<file path="config.mk">
export PLATFORM = sky130hd
export DESIGN_NAME = rr_arbiter
export DESIGN_NICKNAME = d
export VERILOG_FILES = /design/src/rtl/arb_pkg.sv /design/src/rtl/rr_prio_pick.sv /design/src/rtl/rr_arbiter.sv
export SDC_FILE = /design/constraint.sdc
export NUM_CORES = 1
export LEC_CHECK = 0
export ABC_AREA = 0
export CAP_MARGIN = 10
export CORE_AREA = 4 4 41 43
export DETAILED_ROUTE_END_ITERATION = 12
export DIE_AREA = 0 0 45 47
export GPL_TIMING_DRIVEN = 0
export SYNTH_ARGS = -nofsm -noshare
export SYNTH_HDL_FRONTEND = slang
export SYNTH_SLANG_ARGS = --single-unit
</file>
<file path="constraint.sdc">
create_clock -name i_clock -period 3.2 [get_ports i_clock]
set_clock_uncertainty 0.15 [all_clocks]
set_input_delay 0.48 -clock i_clock [delete_from_list [all_inputs] [get_ports i_clock]]
set_output_delay 0.48 -clock i_clock [all_outputs]
set_load 0.05 [all_outputs]
</file>
<file path="src/rtl/arb_pkg.sv">
// Shared constants and helpers for the round-robin arbiter.
// Contents:
//   ARB_DEF_NUM_REQ - default requester count
//   ARB_MAX_REQ     - widest request vector onehot2idx can encode
//   onehot2idx      - binary index of the set bit of a one-hot vector (0 for all-zero)
package arb_pkg;

   localparam int unsigned ARB_DEF_NUM_REQ = 4;
   localparam int unsigned ARB_MAX_REQ     = 32;
   localparam int unsigned ARB_MAX_IDX_W   = 5;

   // OR of the indices of all set bits; exact for one-hot or all-zero input
   function automatic logic [ARB_MAX_IDX_W-1:0] onehot2idx(input logic [ARB_MAX_REQ-1:0] oh);
      logic [ARB_MAX_IDX_W-1:0] idx;
      idx = '0;
      for (int unsigned i = 0; i < ARB_MAX_REQ; i++) begin
         if (((oh >> i) & ARB_MAX_REQ'(1)) != '0) begin
            idx = idx | ARB_MAX_IDX_W'(i);
         end
      end
      return idx;
   endfunction

endpackage

</file>
<file path="src/rtl/rr_prio_pick.sv">
// Combinational rotating-priority picker.
// Priority descends from i_ptr: i_ptr, i_ptr-1, ..., 0, NUM_REQ-1, ..., i_ptr+1.
// Ports:
//   i_req    [NUM_REQ-1:0] request vector
//   i_ptr    [IDX_W-1:0]   index currently holding highest priority
//   o_gnt_c  [NUM_REQ-1:0] one-hot winner (all-zero when no request)
//   o_idx_c  [IDX_W-1:0]   binary index of the winner (0 when no request)
//   o_any_c                at least one request present
module rr_prio_pick import arb_pkg::*; #(
   parameter  int unsigned NUM_REQ = ARB_DEF_NUM_REQ,
   localparam int unsigned IDX_W   = $clog2(NUM_REQ)
) (
   input  logic [NUM_REQ-1:0] i_req,
   input  logic [IDX_W-1:0]   i_ptr,
   output logic [NUM_REQ-1:0] o_gnt_c,
   output logic [IDX_W-1:0]   o_idx_c,
   output logic               o_any_c
);

   logic [IDX_W:0]           w_sh;       // rotate amount that lands i_ptr on the top bit
   logic [IDX_W:0]           w_sh_back;  // complementary amount to undo the rotation
   logic [2*NUM_REQ-1:0]     w_req_dbl;
   logic [NUM_REQ-1:0]       w_rot;
   logic [NUM_REQ-1:0]       w_pick_rot;
   logic [2*NUM_REQ-1:0]     w_pick_dbl;

   assign w_sh      = {1'b0, i_ptr} + (IDX_W+1)'(1);
   assign w_sh_back = (IDX_W+1)'(NUM_REQ) - w_sh;

   // Rotate right so that bit i_ptr becomes bit NUM_REQ-1
   assign w_req_dbl = {i_req, i_req};
   assign w_rot     = NUM_REQ'(w_req_dbl >> w_sh);

   // Fixed priority: highest set bit of the rotated vector wins
   for (genvar j = 0; j < NUM_REQ; j++) begin : g_pick
      assign w_pick_rot[j] = w_rot[j] & ~(|(w_rot >> (j + 1)));
   end

   // Rotate the winner back into requester numbering
   assign w_pick_dbl = {w_pick_rot, w_pick_rot};
   assign o_gnt_c    = NUM_REQ'(w_pick_dbl >> w_sh_back);
   assign o_idx_c    = IDX_W'(onehot2idx(ARB_MAX_REQ'(o_gnt_c)));
   assign o_any_c    = |i_req;

endmodule

</file>
<file path="src/rtl/rr_arbiter.sv">
// Round-robin arbiter with registered one-hot grant; the winner drops to lowest
// priority after each grant. Out of reset the highest index has priority.
// Optional feature macro: RR_ARB_HOLD_EN - owner keeps the grant for up to MAX_HOLD
// consecutive cycles while it still requests.
// Ports:
//   i_clock               rising-edge clock
//   i_reset_n             asynchronous active-low reset
//   i_en                  arbitration enable; 0 gives no grant at the next edge
//   i_req   [NUM_REQ-1:0] request vector, bit i = requester i
//   o_gnt   [NUM_REQ-1:0] registered one-hot grant or all-zero
//   o_gnt_valid           registered, equals |o_gnt
//   o_gnt_idx [IDX_W-1:0] registered index of the granted bit, 0 when no grant
module rr_arbiter import arb_pkg::*; #(
   parameter  int unsigned NUM_REQ  = ARB_DEF_NUM_REQ,
   parameter  int unsigned MAX_HOLD = 4,
   localparam int unsigned IDX_W    = $clog2(NUM_REQ)
) (
   input  logic               i_clock,
   input  logic               i_reset_n,
   input  logic               i_en,
   input  logic [NUM_REQ-1:0] i_req,
   output logic [NUM_REQ-1:0] o_gnt,
   output logic               o_gnt_valid,
   output logic [IDX_W-1:0]   o_gnt_idx
);

   // Elaboration-time parameter checks
   if (NUM_REQ < 2) begin : g_chk_num_req
      $error("rr_arbiter: NUM_REQ must be >= 2");
   end
   if (NUM_REQ > ARB_MAX_REQ) begin : g_chk_num_req_max
      $error("rr_arbiter: NUM_REQ exceeds ARB_MAX_REQ");
   end
   if (MAX_HOLD < 1) begin : g_chk_max_hold
      $error("rr_arbiter: MAX_HOLD must be >= 1");
   end

   logic [NUM_REQ-1:0] r_gnt;
   logic               r_valid;
   logic [IDX_W-1:0]   r_idx;
   logic [IDX_W-1:0]   r_ptr;

   logic [NUM_REQ-1:0] w_pick;
   logic [IDX_W-1:0]   w_pick_idx;
   logic               w_any;
   logic               w_hold;

   logic [NUM_REQ-1:0] w_nxt_gnt;
   logic               w_nxt_valid;
   logic [IDX_W-1:0]   w_nxt_idx;
   logic [IDX_W-1:0]   w_nxt_ptr;

   rr_prio_pick #(
      .NUM_REQ (NUM_REQ)
   ) u_pick (
      .i_req   (i_req),
      .i_ptr   (r_ptr),
      .o_gnt_c (w_pick),
      .o_idx_c (w_pick_idx),
      .o_any_c (w_any)
   );

`ifdef RR_ARB_HOLD_EN
   localparam int unsigned HOLD_W = $clog2(MAX_HOLD + 1);

   logic [HOLD_W-1:0] r_hold_cnt;
   logic [HOLD_W-1:0] w_nxt_hold_cnt;

   // Current owner still requesting and under its hold budget
   assign w_hold = i_en && r_valid && ((i_req & r_gnt) != '0) &&
                   (r_hold_cnt < HOLD_W'(MAX_HOLD));

   // Hold counter: counts consecutive cycles of the current ownership
   always_comb begin
      w_nxt_hold_cnt = '0;
      if (w_hold) begin
         w_nxt_hold_cnt = r_hold_cnt + HOLD_W'(1);
      end else if (i_en && w_any) begin
         w_nxt_hold_cnt = HOLD_W'(1);
      end
   end

   always_ff @(posedge i_clock or negedge i_reset_n) begin
      if (!i_reset_n) begin
         r_hold_cnt <= '0;
      end else begin
         r_hold_cnt <= w_nxt_hold_cnt;
      end
   end
`else
   assign w_hold = 1'b0;
`endif

   // Next grant and pointer; a new winner becomes lowest priority
   always_comb begin
      w_nxt_gnt   = '0;
      w_nxt_valid = 1'b0;
      w_nxt_idx   = '0;
      w_nxt_ptr   = r_ptr;
      if (w_hold) begin
         w_nxt_gnt   = r_gnt;
         w_nxt_valid = 1'b1;
         w_nxt_idx   = r_idx;
      end else if (i_en && w_any) begin
         w_nxt_gnt   = w_pick;
         w_nxt_valid = 1'b1;
         w_nxt_idx   = w_pick_idx;
         w_nxt_ptr   = (w_pick_idx == '0) ? IDX_W'(NUM_REQ - 1) : (w_pick_idx - IDX_W'(1));
      end
   end

   // Grant and pointer registers
   always_ff @(posedge i_clock or negedge i_reset_n) begin
      if (!i_reset_n) begin
         r_gnt   <= '0;
         r_valid <= 1'b0;
         r_idx   <= '0;
         r_ptr   <= IDX_W'(NUM_REQ - 1);
      end else begin
         r_gnt   <= w_nxt_gnt;
         r_valid <= w_nxt_valid;
         r_idx   <= w_nxt_idx;
         r_ptr   <= w_nxt_ptr;
      end
   end

   assign o_gnt       = r_gnt;
   assign o_gnt_valid = r_valid;
   assign o_gnt_idx   = r_idx;

endmodule

</file>
Word level (Yosys, flattened, before mapping). Index checks and enable logic that the tools add are counted.

Bitwise gates (word level): 6. Multiply operators: 0. $lt $le $gt $ge: 0. Reduce and logical (&&, ||, !) cells: 5. Div/mod/pow operators: 0. Eq/ne operators: 0. Add/subtract/negate cells: 3. Multiplexer cells: 7. Shifts and indexed selects: 2.

Operator list (number): right shift 8 x 3 -> 4 bit (2); two-way mux 2 bit (4); two-way mux 4 bit (1); OR reduction 4 bit (1); adder 2 x 1 -> 3 bit (second input constant) (1); bitwise AND 1 bit (3); inverter 1 bit (3); OR reduction 3 bit (1); subtractor 3 bit (first input constant) (1); zero test 2 bit (1); two-way mux 1 bit (2); OR reduction 2 bit (1); subtractor 2 x 1 -> 2 bit (second input constant) (1); logical AND 1 bit (1).

Register bits after elaboration: 9. Bits in writable memories: 0. Bits in latches: 0. Input bits: 7. Memories: 0. Output and inout port bits: 7. Word-level logic and storage cells: 27. Memory bits (read-only): 0.

Depth between registers and ports, before layout. Gate-level depths: netlist (run 1).

Depth in word-level cells: 11. Mapped depth: 5.

Cells and area by module. A second synthesis (run 1) with hierarchy kept.

Cells, all modules: 54. Area, all modules: 531.8 µm².

Modules (own cells, without submodules): rr_arbiter (instances 1, cells each 24, area an instance 330.3 µm²); rr_prio_pick (instances 1, cells each 30, area an instance 201.4 µm²).

Least setup slack after synthesis (run 1). Ideal clock, no wire load.

Path type: input -> register. From: in i_req[3]. To: reg r_ptr[0]. Path buffers: 1. Setup time: 0.082 ns. Slack: 1.510 ns. Data required time: 2.968 ns. Stages: 4. Arrival time: 1.458 ns. Cells stage by stage: buf_6 > o41ai_4 > inv_2 > mux2_4.

Longest elaborated chain between the ends: 10. Elaborated cells on any way between the ends: 18. Classes of those cells: 1 x add/sub; 2 x shift; 4 x mux; 6 x bitwise; 5 x reduce/logical.

Ends and longest elaborated chain: start: declaration (line rr_arbiter.sv:21) `input logic [NUM_REQ-1:0] i_req,`; right shift 8 x 3 -> 4 bit (line rr_prio_pick.sv:32) `assign w_rot = NUM_REQ'(w_req_dbl >> w_sh);`; OR reduction 3 bit or OR reduction 2 bit (tied branches) (line rr_prio_pick.sv:36) `assign w_pick_rot[j] = w_rot[j] & ~(|(w_rot >> (j + 1)));`; inverter 1 bit (line rr_prio_pick.sv:36); bitwise AND 1 bit (line rr_prio_pick.sv:36); right shift 8 x 3 -> 4 bit (line rr_prio_pick.sv:41) `assign o_gnt_c = NUM_REQ'(w_pick_dbl >> w_sh_back);`; two-way mux 1 bit (line arb_pkg.sv:17) `if (((oh >> i) & ARB_MAX_REQ'(1)) != '0) begin`; two-way mux 2 bit (2 in series) (line arb_pkg.sv:17); subtractor 2 x 1 -> 2 bit or zero test 2 bit (tied branches) (line rr_arbiter.sv:108) `w_nxt_ptr = (w_pick_idx == '0) ? IDX_W'(NUM_REQ - 1) : (w_pick_idx - IDX_W'(1));`; two-way mux 2 bit (line rr_arbiter.sv:108); end signal: assignment (line rr_arbiter.sv:118) `r_ptr <= IDX_W'(NUM_REQ - 1);`; end signal: assignment (line rr_arbiter.sv:123) `r_ptr <= w_nxt_ptr;`; end: declaration (line rr_arbiter.sv:41) `logic [IDX_W-1:0] r_ptr;`.

Several ways; a longest one is shown, not always the timed one. A chain may end at the register's enable or synchronous reset.

Worst setup path in the final report (run 1).
From: in i_req[2]. To: reg r_ptr[0].

Same word-level chain as after synthesis.

==> impl_results.md, run 1 <==
- Flops & latches, synth: 9
- Number of setup violations in the final report: 0
- Routed length on met3: 67 um
- Clock buffer depth: 2
- DR vias/cell: 5.103
- Most instantiated cells after synthesis: sky130_fd_sc_hd__dfrtp_1 (7), sky130_fd_sc_hd__nor2_1 (7), sky130_fd_sc_hd__a21oi_1 (4)
- EDFF count, synth: 0
- Boundary Pins: 14
- All-Layer GR Usage: 0.1091
- Post-synthesis async set-or-reset flop share: 1.000
- Leakage power summed over all cells: 0.2839 nW
- Netlist Area Pre-Place: 484.2 um2
- Maximum clock rate: 479.8 MHz
- Placed Instance Area: 613.1 um2
- Arrival @ worst endpoint: 2120 ps
- Clock net sink count: 9
- Clock latency of the later-clocked register in the worst-skew pair: 260 ps
- Number of warnings printed during yosys synthesis: 0
- Cell count after synthesis: 48
- Number of hold violations in the final report: 0
- Maximum level of the CTS H-tree: 1
- Worst path cell trace: clkdlybuf4s50_1 > o41ai_4 > inv_2 > mux2_4
- Highest layer used for signal routing: met4
- Detailed Place HPWL: 671.3 um
- Gate family responsible for the most delay along the worst path: compound AO/OA/AOI/OAI gates
- Maximum fanout count along the critical path: 9
- Vias in the first global route: 352
- Setup slack of the worst register-to-register path: 1400 ps
- Number of buffers inserted for hold repair after clock tree synthesis: 0
- Ant diodes: 0
- Max transition margin: 0.6027
- Total wire length: 928 um
- Number of max-cap violations: 0
- Initial Util: 0.3721
- Number of remaining DRC errors: 0
- Final Max Slew Viols: 0
- TritonCTS clock tree: yes
- Number of cell rows: 13
- X dimension of the die: 45 um
- Number of I/O port buffers: 11
- Antenna violations before repair: 0
- Gr ovfl total: 0
- Number of nets with antenna violations after routing: 0
- Mean area per synthesized cell: 10.09 um2
- Clock tree root driver cell: sky130_fd_sc_hd__clkbuf_4
- Initial detailed-routing violation count: 7
- Main synth FF type: sky130_fd_sc_hd__dfrtp_1
- Fraction of the yosys area taken by sequential cells: 0.4703
- Synthesized netlist net count: 55
- Vertical extent of the die: 47 um
- Sum of met2 wire segment lengths after detailed routing: 379 um
- Total Negative Setup Slacks: 0 ps
- Crit path required time: 3230 ps
- Core Footprint: 1301 um2
- Post-Route Hold Slack: 351.1 ps
- Run status: finished, final reports clean
- Top cells by area, synth: sky130_fd_sc_hd__dfrtp_1 (36%), sky130_fd_sc_hd__dfstp_2 (11%), sky130_fd_sc_hd__o41ai_4 (5.7%)
- Num CTS Buffers: 3
- Maximum vdd ir drop: 0.2634 mV
- Avg WL per Cell: 11.90 um
- Final standard cell area without fillers: 639.4 um2
- Unrepaired setup endpoints after global routing: false
- Largest incremental delay on the critical path: 680 ps
- M1 wire length: 431 um
- GPL Wtd Cong: 0.7793
- Post CTS Setup Buffer Count: 0
- Path type of the worst setup path: primary input to flop
- Total iterations of the first detailed-routing run: 4
- Final cell count without fillers: 78
- Startpoint types: primary input
- Largest net degree at the start of global routing: 11
- Register clock-pin slew on the reported worst setup and hold paths: 60 ps
- Share of layout cells above drive strength 1: 0.2063
- Pwr per Cell Area: 730.4 nW/um2
- Kind of end point of the critical path: flop
- Final worst path period share: 0.6513
- Placed cell count: 74
- Transition time of the tightest slew-check pin: 593.9 ps
- Area share of the largest cell type after synthesis: 0.3618
- Library cell occupying the most area in the post-synthesis netlist: sky130_fd_sc_hd__dfrtp_1
- Path class of the lowest-slack min-delay path: primary input to asynchronous set/reset pin
- Post-synth cell types: 25
- Min cycle time layout: 2084 ps
- Crit-path slowest cell: sky130_fd_sc_hd__o41ai_4
- Die area: 2115 um2
- Post-layout total power: 0.4670 mW
- Via count: 398
- CP Buf/Inv Count: 2
- Net total in the final layout: 71
- Number of cells upsized or downsized after cts: 0
- Layout-stage area growth over the synthesis result: 32.04%
- First-pass GRT wire length: 1566 um
-- flip-flops by register name, indices dropped and copies added (netlist names) --
name	flops
r_ptr	2
o_gnt_idx	2
o_gnt	4
o_gnt_valid	1
-- path summary, 6_finish.rpt --
kind	start	to	cells after the start
setup reg to reg	r_ptr[1]$_DFFE_PN1P_	r_ptr[1]$_DFFE_PN1P_	5
hold reg to reg	r_ptr[1]$_DFFE_PN1P_	o_gnt_idx[0]$_DFF_PN0_	3
setup / recovery	i_req[2]	r_ptr[0]$_DFFE_PN1P_	4
min in group i_clock	i_req[3]	o_gnt_valid$_DFF_PN0_	3
hold / removal	i_reset_n	o_gnt[3]$_DFF_PN0_	1
max in group asynchronous	i_reset_n	r_ptr[0]$_DFFE_PN1P_	1
-- worst register-to-register path: cells and delay by family, from the launching register on --
| family | cells | cell delay, ps |
|---|---|---|
| AO/OA/AOI/OAI | 2 | 410 |
| AND/OR/NAND/NOR | 2 | 320 |
| flip-flops | 1 | 540 |
| buffers and inverters | 1 | 320 |
-- cells by family after synthesis --
family                 Yosys count  share of synthesized area
and+or+nand+nor                 13                     0.1241
DFF                              9                     0.4703
muxes                            2                    0.05425
AOI/OAI and AO/OA               17                     0.2791
buffers and inverters            7                    0.07234
-- placed cells by master (no fill, tap or decap), drive strengths merged --
cell type and instances:
nor2 7, o221ai 1, clkdlybuf4s50 11, mux2 2, a21o 3, o21ai 3
a211oi 1, dfrtp 7, a21oi 4, and3b 1, dfstp 2, and3 1
nand2 3, nor2b 1, clkbuf 6, o41ai 1, a32o 1, a221oi 1
buf 2, o22ai 1, o21a 1, inv 3
-- final cells by class --
| cell class | instances | area [um2] |
|---|---|---|
| tap | 15 | 18.77 |
| fill | 137 | 661.9 |
| inverter | 3 | 11.26 |
| sequential | 9 | 227.7 |
| clock buffer | 4 | 26.28 |
| timing repair buffer | 11 | 110.1 |
| multi-input combinational | 32 | 221.5 |
| buffer | 4 | 23.77 |
-- metal layers --
metal,up-vias,GRT usage
met2,16,0.1384
met3,5,0.01149
met1,177,0.1419
met4,0,0.1404
li1,200,-
met5,-,0
-- power by group --
part / internal [mW] / total [mW] / switching [mW]
Sequential: 0.149 / 0.159 / 0.00931
Clock: 0.0480 / 0.0866 / 0.0386
Combinational: 0.0874 / 0.222 / 0.134
-- metrics by stage --
step	utilization	setup WS [ps]
final	0.4913	1116
after global routing	0.4913	1013
after CTS	0.4913	1116
after detailed placement	0.4712	850.9
after global placement	0.4712	862.4
after floorplan	-	1510
No activity file was read; power rests on OpenSTA's default activity.
==> run 2: changes to the inputs <==
PLACE_DENSITY = 0.66   (was unset)
clock period = 1.8 ns   (was 3.2 ns; I/O delays follow)
==> impl_results.md, run 2 (same netlist as run 1, synthesis figures left out) <==
- All-Layer GR Usage: 0.09562 (-0.01346)
- First-pass GRT wire length: 1462 um (-6.6%)
- Vertical extent of the die: 47 um (unchanged)
- Ant diodes: 0 (unchanged)
- Number of remaining DRC errors: 0 (unchanged)
- GPL Wtd Cong: 0.8435 (+8.2%)
- Setup slack of the worst register-to-register path: 130 ps (-1270 ps)
- X dimension of the die: 45 um (unchanged)
- Final worst path period share: 0.9286
- Clock net sink count: 9 (unchanged)
- Gr ovfl total: 0 (unchanged)
- Placed cell count: 74 (unchanged)
- Gate family responsible for the most delay along the worst path: multiplexers
- Number of setup violations in the final report: 0 (unchanged)
- Vias in the first global route: 340 (-3.4%)
- Number of cell rows: 13 (unchanged)
- Number of max-cap violations: 0 (unchanged)
- Kind of end point of the critical path: flop
- Core Footprint: 1301 um2 (unchanged)
- Leakage power summed over all cells: 0.3692 nW (+30%)
- Initial Util: 0.3721 (unchanged)
- Path class of the lowest-slack min-delay path: primary input to asynchronous set/reset pin
- Worst path cell trace: mux2_2 > a221oi_1 > mux2_4
- Worst R2R Start: r_ptr[1]$_DFFE_PN1P_
- Final cell count without fillers: 80 (+2.6%)
- Avg WL per Cell: 11.13 um (-6.5%)
- TritonCTS clock tree: yes
- Boundary Pins: 14 (unchanged)
- Arrival @ worst endpoint: 1720 ps (-400 ps)
- DR vias/cell: 5.000 (-2.0%)
- Crit-path slowest cell: sky130_fd_sc_hd__dfstp_2
- Clock tree root driver cell: sky130_fd_sc_hd__clkbuf_4
- Number of buffers inserted for hold repair after clock tree synthesis: 0 (unchanged)
- Via count: 400 (+0.50%)
- Maximum level of the CTS H-tree: 1 (unchanged)
- Maximum fanout count along the critical path: 3 (-6)
- Number of I/O port buffers: 11 (unchanged)
- Pwr per Cell Area: 1242 nW/um2 (+70%)
- Die area: 2115 um2 (unchanged)
- Layout-stage area growth over the synthesis result: 38.24%
- Final standard cell area without fillers: 669.4 um2 (+4.7%)
- Initial detailed-routing violation count: 11 (+4)
- Unrepaired setup endpoints after global routing: false
- Antenna violations before repair: 0 (unchanged)
- Detailed Place HPWL: 637.3 um (-5.1%)
- Maximum clock rate: 598.3 MHz
- Beginning of the critical path: r_ptr[1]$_DFFE_PN1P_
- Total wire length: 890 um (-4.1%)
- CP Buf/Inv Count: 0 (-2)
- Share of layout cells above drive strength 1: 0.2769 (+0.07057)
- Num CTS Buffers: 3 (unchanged)
- Largest incremental delay on the critical path: 540 ps (-140 ps)
- Register clock-pin slew on the reported worst setup and hold paths: 60 ps (about the same)
- Startpoint types: flop
- Max transition margin: 0.6651 (+0.06236)
- Final Max Slew Viols: 0 (unchanged)
- Path type of the worst setup path: flop to flop
- Total iterations of the first detailed-routing run: 4 (unchanged)
- Commonest cells after routing, fill and taps aside: sky130_fd_sc_hd__nor2_1 (7), sky130_fd_sc_hd__dfrtp_1 (7), sky130_fd_sc_hd__a21oi_1 (4), sky130_fd_sc_hd__clkdlybuf4s50_1 (4), sky130_fd_sc_hd__dlymetal6s2s_1 (4)
- Maximum vdd ir drop: 0.4295 mV (+63%)
- Net total in the final layout: 73 (+2.8%)
- Placed Instance Area: 613.1 um2 (unchanged)
- Post-layout total power: 0.8315 mW (+78%)
- Number of hold violations in the final report: 0 (unchanged)
- Number of flip-flops in the largest register: 4 (unchanged)
- Crit path required time: 1850 ps (-1380 ps)
- Clock latency of the later-clocked register in the worst-skew pair: 250 ps (about the same)
- Number of nets with antenna violations after routing: 0 (unchanged)
- Transition time of the tightest slew-check pin: 501.6 ps (-92.34 ps)
- Run status: finished, final reports clean
- Largest net degree at the start of global routing: 11 (unchanged)
- Min cycle time layout: 1672 ps
- Clock buffer depth: 2 (unchanged)
==> run 2: changes by cell type in the layout (fill, tap and decap cells not counted), sizes merged <==
cell	previous run	this run
dlymetal6s2s	0	4
buf	2	4
dlygate4sd2	0	3
clkdlybuf4s50	11	4
==> run 2: through the flow <==
step	utilization	setup TNS (ps)	worst slack, ps	hold WS (ps)
after floorplan	-	0	145.5	-175.6
after global placement	0.4712	-1333	-312.2	435.2
after detailed placement	0.4712	-1339	-322.9	435.5
after CTS	0.4885	0	2.721	155.3
after global routing	0.5144	0	17.80	175.6
final	0.5144	0	128.5	149.0
==> run 2: cell type report <==
cell class / count / area, um2
plain buffers: 4 / 26.28
clock buffers: 4 / 26.28
fillers: 122 / 631.9
inverters: 3 / 11.26
multi-input cells: 32 / 227.7
flip-flops and latches: 9 / 227.7
well taps: 15 / 18.77
repair buffers: 13 / 131.4
==> run 2: worst register-to-register path: cells and delay by family, from the launching register on <==
| family | cells | cell delay, ps |
|---|---|---|
| flops | 1 | 540 |
| mux | 2 | 550 |
| compound gates | 1 | 380 |
==> run 2: worst paths after layout <==
path | to | cells past startpoint
setup / recovery | r_ptr[0]$_DFFE_PN1P_ | 3
hold / removal | o_gnt[2]$_DFF_PN0_ | 1
setup reg to reg | r_ptr[0]$_DFFE_PN1P_ | 3
hold reg to reg | r_ptr[1]$_DFFE_PN1P_ | 2
max in group asynchronous | r_ptr[0]$_DFFE_PN1P_ | 1
min in group i_clock | o_gnt[3]$_DFF_PN0_ | 4
==> run 2: what timing repair did <==
action | CTS | global route
pin swaps | 1 | 1
gates resized for setup | 3 | 9
buffers inserted | 0 | 2
setup endpoints to repair | 4 | 8
==> run 2: power breakdown <==
group / switching, mW / internal, mW
Sequential: 0.0164 / 0.266
Combinational: 0.243 / 0.156
Clock: 0.0657 / 0.0851
==> run 2: layer usage <==
layer	GRT usage	up-vias	routed length [um]
met2	0.1215	12	407
met4	0.07018	0	0
li1	-	203	-
met3	0.01149	0	59
met1	0.1445	185	423
met5	0	-	0
